`src/rtl/gb_dma_pkg.sv`:
```
// rtl/gb_dma_pkg.sv - shared types and constants for the OAM DMA controller
package gb_dma_pkg;

    typedef enum logic [1:0] {
        IDLE  = 2'd0,
        START = 2'd1,
        XFER  = 2'd2
    } dma_state_t;

    localparam int         OAM_LEN   = 160;
    localparam logic [7:0] ECHO_MASK = 8'hDF;
    localparam logic [7:0] ECHO_BASE = 8'hE0;

    // Echo RAM (E0-FF) mirrors WRAM, so those source pages are folded onto C0-DF.
    function automatic logic [7:0] fold_src(input logic [7:0] src);
        return (src >= ECHO_BASE) ? (src & ECHO_MASK) : src;
    endfunction

endpackage

```
`src/rtl/oam_dma_controller.sv`:
```
// rtl/oam_dma_controller.sv - OAM DMA sequencer triggered by FF46 writes
//
// Ports:
//   clock, reset         core clock, asynchronous active-high reset
//   cfg_we/cfg_wdata     FF46 write strobe and source high byte
//   cfg_rdata            last value written to FF46 (unfolded)
//   dma_active           bus owned by DMA (START or XFER)
//   dma_A/dma_rd_n/dma_Di shared bus address, read strobe, read data
//   oam_addr/oam_wdata/oam_we  dedicated OAM write port
module oam_dma_controller
    import gb_dma_pkg::*;
#(
    parameter int CPB = 4,
    parameter int LEN = OAM_LEN
) (
    input  logic        clock,
    input  logic        reset,
    input  logic        cfg_we,
    input  logic [7:0]  cfg_wdata,
    output logic [7:0]  cfg_rdata,
    output logic        dma_active,
    output logic [15:0] dma_A,
    output logic        dma_rd_n,
    input  logic [7:0]  dma_Di,
    output logic [7:0]  oam_addr,
    output logic [7:0]  oam_wdata,
    output logic        oam_we
);

    localparam int             PW         = $clog2(CPB);
    localparam logic [PW-1:0]  PHASE_LAST = PW'(CPB - 1);
    localparam logic [7:0]     IDX_LAST   = 8'(LEN - 1);

    dma_state_t    state, state_n;
    logic [PW-1:0] phase, phase_n;
    logic [7:0]    idx, idx_n;
    logic [7:0]    src_raw;
    logic [7:0]    src_eff;
    logic          phase_done;

    always_ff @(posedge clock or posedge reset) begin
        if (reset) begin
            state   <= IDLE;
            phase   <= '0;
            idx     <= 8'h00;
            src_raw <= 8'h00;
            src_eff <= 8'h00;
        end else begin
            state <= state_n;
            phase <= phase_n;
            idx   <= idx_n;
            if (cfg_we) begin
                src_raw <= cfg_wdata;
                src_eff <= fold_src(cfg_wdata);
            end
        end
    end

    assign phase_done = (phase == PHASE_LAST);

    always_comb begin
        state_n    = state;
        phase_n    = phase;
        idx_n      = idx;
        dma_active = 1'b0;
        dma_rd_n   = 1'b1;
        oam_we     = 1'b0;

        case (state)
            IDLE: begin
            end
            START: begin
                dma_active = 1'b1;
                if (phase_done) begin
                    state_n = XFER;
                    phase_n = '0;
                    idx_n   = 8'h00;
                end else begin
                    phase_n = phase + 1'b1;
                end
            end
            XFER: begin
                dma_active = 1'b1;
                dma_rd_n   = 1'b0;
                if (phase_done) begin
                    oam_we  = 1'b1;
                    phase_n = '0;
                    if (idx == IDX_LAST) begin
                        state_n = IDLE;
                    end else begin
                        idx_n = idx + 8'd1;
                    end
                end else begin
                    phase_n = phase + 1'b1;
                end
            end
            default: begin
                state_n = IDLE;
                phase_n = '0;
            end
        endcase

        // A new FF46 write wins over everything, including the final byte:
        // the in-flight byte is dropped and the copy restarts from scratch.
        if (cfg_we) begin
            state_n = START;
            phase_n = '0;
            idx_n   = 8'h00;
            oam_we  = 1'b0;
        end
    end

    assign cfg_rdata = src_raw;
    assign dma_A     = {src_eff, idx};
    assign oam_addr  = idx;
    // Gate the pass-through so the write port reads zero whenever no write is issued.
    assign oam_wdata = oam_we ? dma_Di : 8'h00;

endmodule

```
`config.mk`:
```
export PLATFORM = sky130hd
export DESIGN_NAME = oam_dma_controller
export DESIGN_NICKNAME = d
export VERILOG_FILES = /design/src/rtl/gb_dma_pkg.sv /design/src/rtl/oam_dma_controller.sv
export SDC_FILE = /design/constraint.sdc
export NUM_CORES = 1
export LEC_CHECK = 0
export CORE_MARGIN = 4
export CORE_UTILIZATION = 43
export DETAILED_ROUTE_END_ITERATION = 10
export PLACE_DENSITY_LB_ADDON = 0.3
export SYNTH_ARGS = -nofsm -noshare
export SYNTH_HDL_FRONTEND = slang
export SYNTH_SLANG_ARGS = --single-unit
```
`constraint.sdc`:
```
create_clock -name clock -period 4.3 [get_ports clock]
set_input_delay 0.86 -clock clock [delete_from_list [all_inputs] [get_ports clock]]
set_output_delay 0.86 -clock clock [all_outputs]
set_load 0.05 [all_outputs]
```
After elaboration in Yosys (flattened, before gate mapping)
Index checks and enable logic that the tools add are counted.
{"block": "op_classes", "n_reduce_logical": 5, "addsub": 2, "n_shift": 0, "n_eq_ne": 9, "multipliers": 0, "div_mod_pow": 0, "n_mux": 20, "n_bitwise": 0, "order_cmp": 1}
{"operator": "8-bit 2-to-1 mux", "n": 5}
{"operator": "8-bit case mux with 2 select lines", "n": 1}
{"operator": "2-bit 2-to-1 mux", "n": 6}
{"operator": "3-bit inequality test, second input constant", "n": 4}
{"operator": "8-bit by 1-bit adder with 8-bit output, second input constant", "n": 1}
{"operator": "8-bit equality test, second input constant", "n": 1}
{"operator": "8-bit >= comparator, second input constant", "n": 1}
{"operator": "4-bit AND reduction", "n": 2}
{"operator": "6-bit 2-to-1 mux", "n": 1}
{"operator": "2-bit case mux with 3 select lines", "n": 1}
{"operator": "1-bit 2-to-1 mux", "n": 5}
{"operator": "2-bit equality test, second input constant", "n": 2}
{"operator": "2-bit case mux with 2 select lines", "n": 1}
{"operator": "3-bit nonzero test", "n": 1}
{"operator": "2-bit by 1-bit adder with 2-bit output, second input constant", "n": 1}
{"operator": "2-bit by 1-bit equality test with 1-bit output, second input constant", "n": 1}
{"operator": "2-bit zero test", "n": 1}
{"operator": "2-bit inequality test, second input constant", "n": 1}
{"operator": "2-bit OR reduction", "n": 1}
{"block": "word_totals", "rom_bits": 0, "input_bits": 19, "out_inout_bits": 43, "ram_bits": 0, "word_cells": 42, "latchBits": 0, "reg_bits": 28, "memories": 0}

Depth between registers and ports, before layout
{"block": "logic_depth", "depth_word": 5, "mapped_depth": 7, "ltp_nobuf": 7}

Worst setup path before layout
Ideal clock, no wire load.
{"block": "synth_timing", "kind": "in2out", "start": "in cfg_we", "end": "out oam_wdata[0]", "required_time_ns": 3.440, "path_stages": 4, "path_slack_ns": 1.521, "arrival_ns": 1.919, "path_buffers": 2, "path_cell_list": "clkbuf_1 > nor2b_1 > clkbuf_1 > and3_1"}
{"block": "synth_via", "elab_chain_cells": 2}
{"element": "start, declared", "line": "oam_dma_controller.sv:18", "rtl": "input logic cfg_we,"}
{"element": "1-bit 2-to-1 mux", "line": "oam_dma_controller.sv:105", "rtl": "if (cfg_we) begin"}
{"element": "8-bit 2-to-1 mux", "line": "oam_dma_controller.sv:117", "rtl": "assign oam_wdata = oam_we ? dma_Di : 8'h00;"}
{"element": "end, declared", "line": "oam_dma_controller.sv:26", "rtl": "output logic [7:0] oam_wdata,"}
No other way between the ends.

Worst setup path after layout
{"block": "layout_timing", "start": "in cfg_we", "end": "out oam_we"}
{"block": "layout_via", "elab_chain_cells": 1}
{"element": "1-bit 2-to-1 mux", "line": "oam_dma_controller.sv:105"}
{"element": "end, declared", "line": "oam_dma_controller.sv:27", "rtl": "output logic oam_we"}
No other way between the ends.

==> metrics.csv <==
metric,value,unit
status,completed,
drtIter0Drc,50,
synthToLayoutAreaGrowth,42.8,%
drtPass1Iterations,4,
crit_start,cfg_we,
die_width,61.7,um
io_pins,62,
wl,2.97,mm
portBuffers,61,
postSynthCellCount,130,
grt_pass1_wl,4.69,mm
clk_latency,0.30,ns
synth.distinct_cells,30,
cts_num_sinks,21,
timing.rr.end,oam_addr[6]$_DFFE_PP0P_,
die_h,61.7,um
grt_pass1_vias,1011,
vias,1106,
hold_start,cfg_rdata[5]$_DFFE_PP0P_,
fin_skew,0.00109,ns
critPathKind,in2out,
p_per_area,326,mW/mm2
slew_violations,0,
wl_per_cell,14.4,um
cp_cell_sequence,"clkdlybuf4s50_1, buf_4, nor2b_1, nand2_1, inv_1, buf_4",
hold_end,cfg_rdata[5]$_DFFE_PP0P_,
crit_arrival,2.57,ns
vias_per_cell,5.34,
leakage,0.801,nW
synth.largest_area_cell,dfrtp_1,
grt_max_degree,22,
cpPeakStageDelay,0.53,ns
syn_nets,154,
cts_setup_buffers,0,
cts_hold_buf,0,
slew_headroom,47.9,%
critPathRequiredTime,3.44,ns
antenna_found_initial,0,
clockBufferDepth,2,
r2r_start,state[0]$_DFFE_PP0P_,
diodes,0,
synth_area_leaders,"dfrtp_1 42%, buf_4 9.1%, mux2_2 7.3%",
cts-resized-gates,0,
ys_ff_latch,21,
max_freq,0.291,GHz
critical_path.max_fanout,17,
rsz0062_at_grt,false,
coreArea,0.00276,mm2
post-route-period-util,79.9,%
ant_nets,0,
final_net_count,201,
grt_overflow,0,
grt_usage,16.6,%
post-route-min-period,3.43,ns
syn_area_per_cell,9.54,um2
worst_setup_path_start_kind,input pin,
hold_viol_final,0,
tightest_slew,0.781,ns
crit_top_cell,buf_4,
cts_tree,done,
hold_path_class,reg2reg,
hold_path_depth,1,
cts-buffers-inserted,3,
reg2regPathDepth,7,
syn-cell-area,0.00124,mm2
fin_setup_tns,0,ns
peakVddDrop,0.000288,V
clock_tree.root_cell,clkbuf_4,
dp.final_hpwl,2.37,mm
end_kind,output port,
start_util,45.0,%
synth.yosys.seq_area_share,42.4,%
htree_levels,1,
slowest_stage,nor2b_1,
setup_violations,0,
cap_violations,0,
reg2reg_slack,2.21,ns
yosysWarningCount,0,
globalplace.congestion,0.880,
drc,0,
drive_above_1_share,15.3,%
path_clk_slew,0.11,ns
rows,19,
die_area,0.00381,mm2
yosys.area.top_type_share,42.4,%
whs,0.519,ns
## sequential cells by signal, indices dropped and copies added (netlist names)
| name | flops |
|---|---|
| oam_addr | 8 |
| phase | 2 |
| cfg_rdata | 8 |
| src_eff | 1 |
| state | 2 |
## final cells by class
cell class | instances | area (um2)
fill | 243 | 987
timing repair buffer | 62 | 596
multi-input combinational | 80 | 549
sequential | 21 | 526
tap | 31 | 38.8
inverter | 9 | 33.8
clock buffer | 3 | 22.5
clock inverter | 1 | 5.00
## cells in the mapped netlist (all sizes together)
| master | number |
|---|---|
| a21o | 1 |
| a221o | 1 |
| nand4 | 4 |
| nand2 | 7 |
| a21oi | 6 |
| ha | 5 |
| and3 | 9 |
| nor4b | 1 |
| nand2b | 1 |
| inv | 9 |
| clkbuf | 4 |
| nor2b | 1 |
| nor2 | 5 |
| a31oi | 1 |
| buf | 16 |
| and4 | 1 |
| mux2 | 8 |
| o211a | 1 |
| o21ai | 12 |
| or3 | 1 |
| a211o | 2 |
| a2111oi | 1 |
| nand3 | 4 |
| dfrtp | 21 |
| o31ai | 2 |
| or2 | 2 |
| nor4 | 3 |
| or3b | 1 |
## logic make-up (layout without fill, tap and decap cells)
family	Yosys count	in the layout	synth area share, %
buffers and inverters	29	75	13.3
AO/OA/AOI/OAI	27	27	13.5
multiplexers	8	8	7.27
adder cells (fa/ha/maj)	5	5	5.05
flip-flops	21	21	42.4
AND/OR/NAND/NOR	40	40	18.5
## layer usage
metal / track usage (%) / wire (um) / vias up
met5: 0 / 0 / -
met4: 3.64 / 27 / 0
met3: 4.13 / 169 / 4
met2: 29.7 / 1620 / 34
met1: 20.0 / 1160 / 523
li1: - / - / 545
## layout by cell type (no fill, tap or decap), drive strengths merged, types with 2 or more instances in the layout
master	synthesis	layout
clkdlybuf4s50	0	52
a21oi	6	6
a211o	2	2
nand3	4	4
nor2	5	5
nand4	4	4
and3	9	9
o31ai	2	2
nand2	7	7
clkbuf	4	3
buf	16	10
or2	2	2
inv	9	9
nor4	3	3
o21ai	12	12
dfrtp	21	21
mux2	8	8
ha	5	5
## report_power, final
group	internal (W)	total (W)	switching (W)	leakage [nW]
clock network	0.0000347	0.0000926	0.0000579	0.0177
registers	0.000220	0.000236	0.0000160	0.268
logic	0.0000981	0.000248	0.000150	0.515
## worst max-delay path by stage
stage / end / slack [ns]
2_1_floorplan: oam_wdata[0] / 1.52
3_3_place_gp: oam_we / 0.99
3_5_place_dp: oam_we / 0.93
4_1_cts: oam_we / 0.93
5_1_grt: oam_we / 0.68
6_report: oam_we / 0.87
## metrics by stage
| step | area (um2) | std cells | utilization, % | worst slack, ns | power (W) |
|---|---|---|---|---|---|
| 5_1_grt | 1770 | 207 | 64.2 | 0.683 | 0.000617 |
| 4_1_cts | 1770 | 207 | 64.2 | 0.930 | 0.000584 |
| 2_1_floorplan | 1240 | 130 | - | 1.52 | 0.000418 |
| 3_5_place_dp | 1740 | 203 | 63.2 | 0.928 | 0.000488 |
| 6_report | 1770 | 207 | 64.2 | 0.866 | 0.000577 |
| 3_3_place_gp | 1740 | 203 | 63.2 | 0.989 | 0.000477 |
## critical path, delay by kind of cell
family,cells,cell delay (ns)
and+or+nand+nor,2,0.70
buffers and inverters,4,1.01
Power figures use the tool's default switching activity.
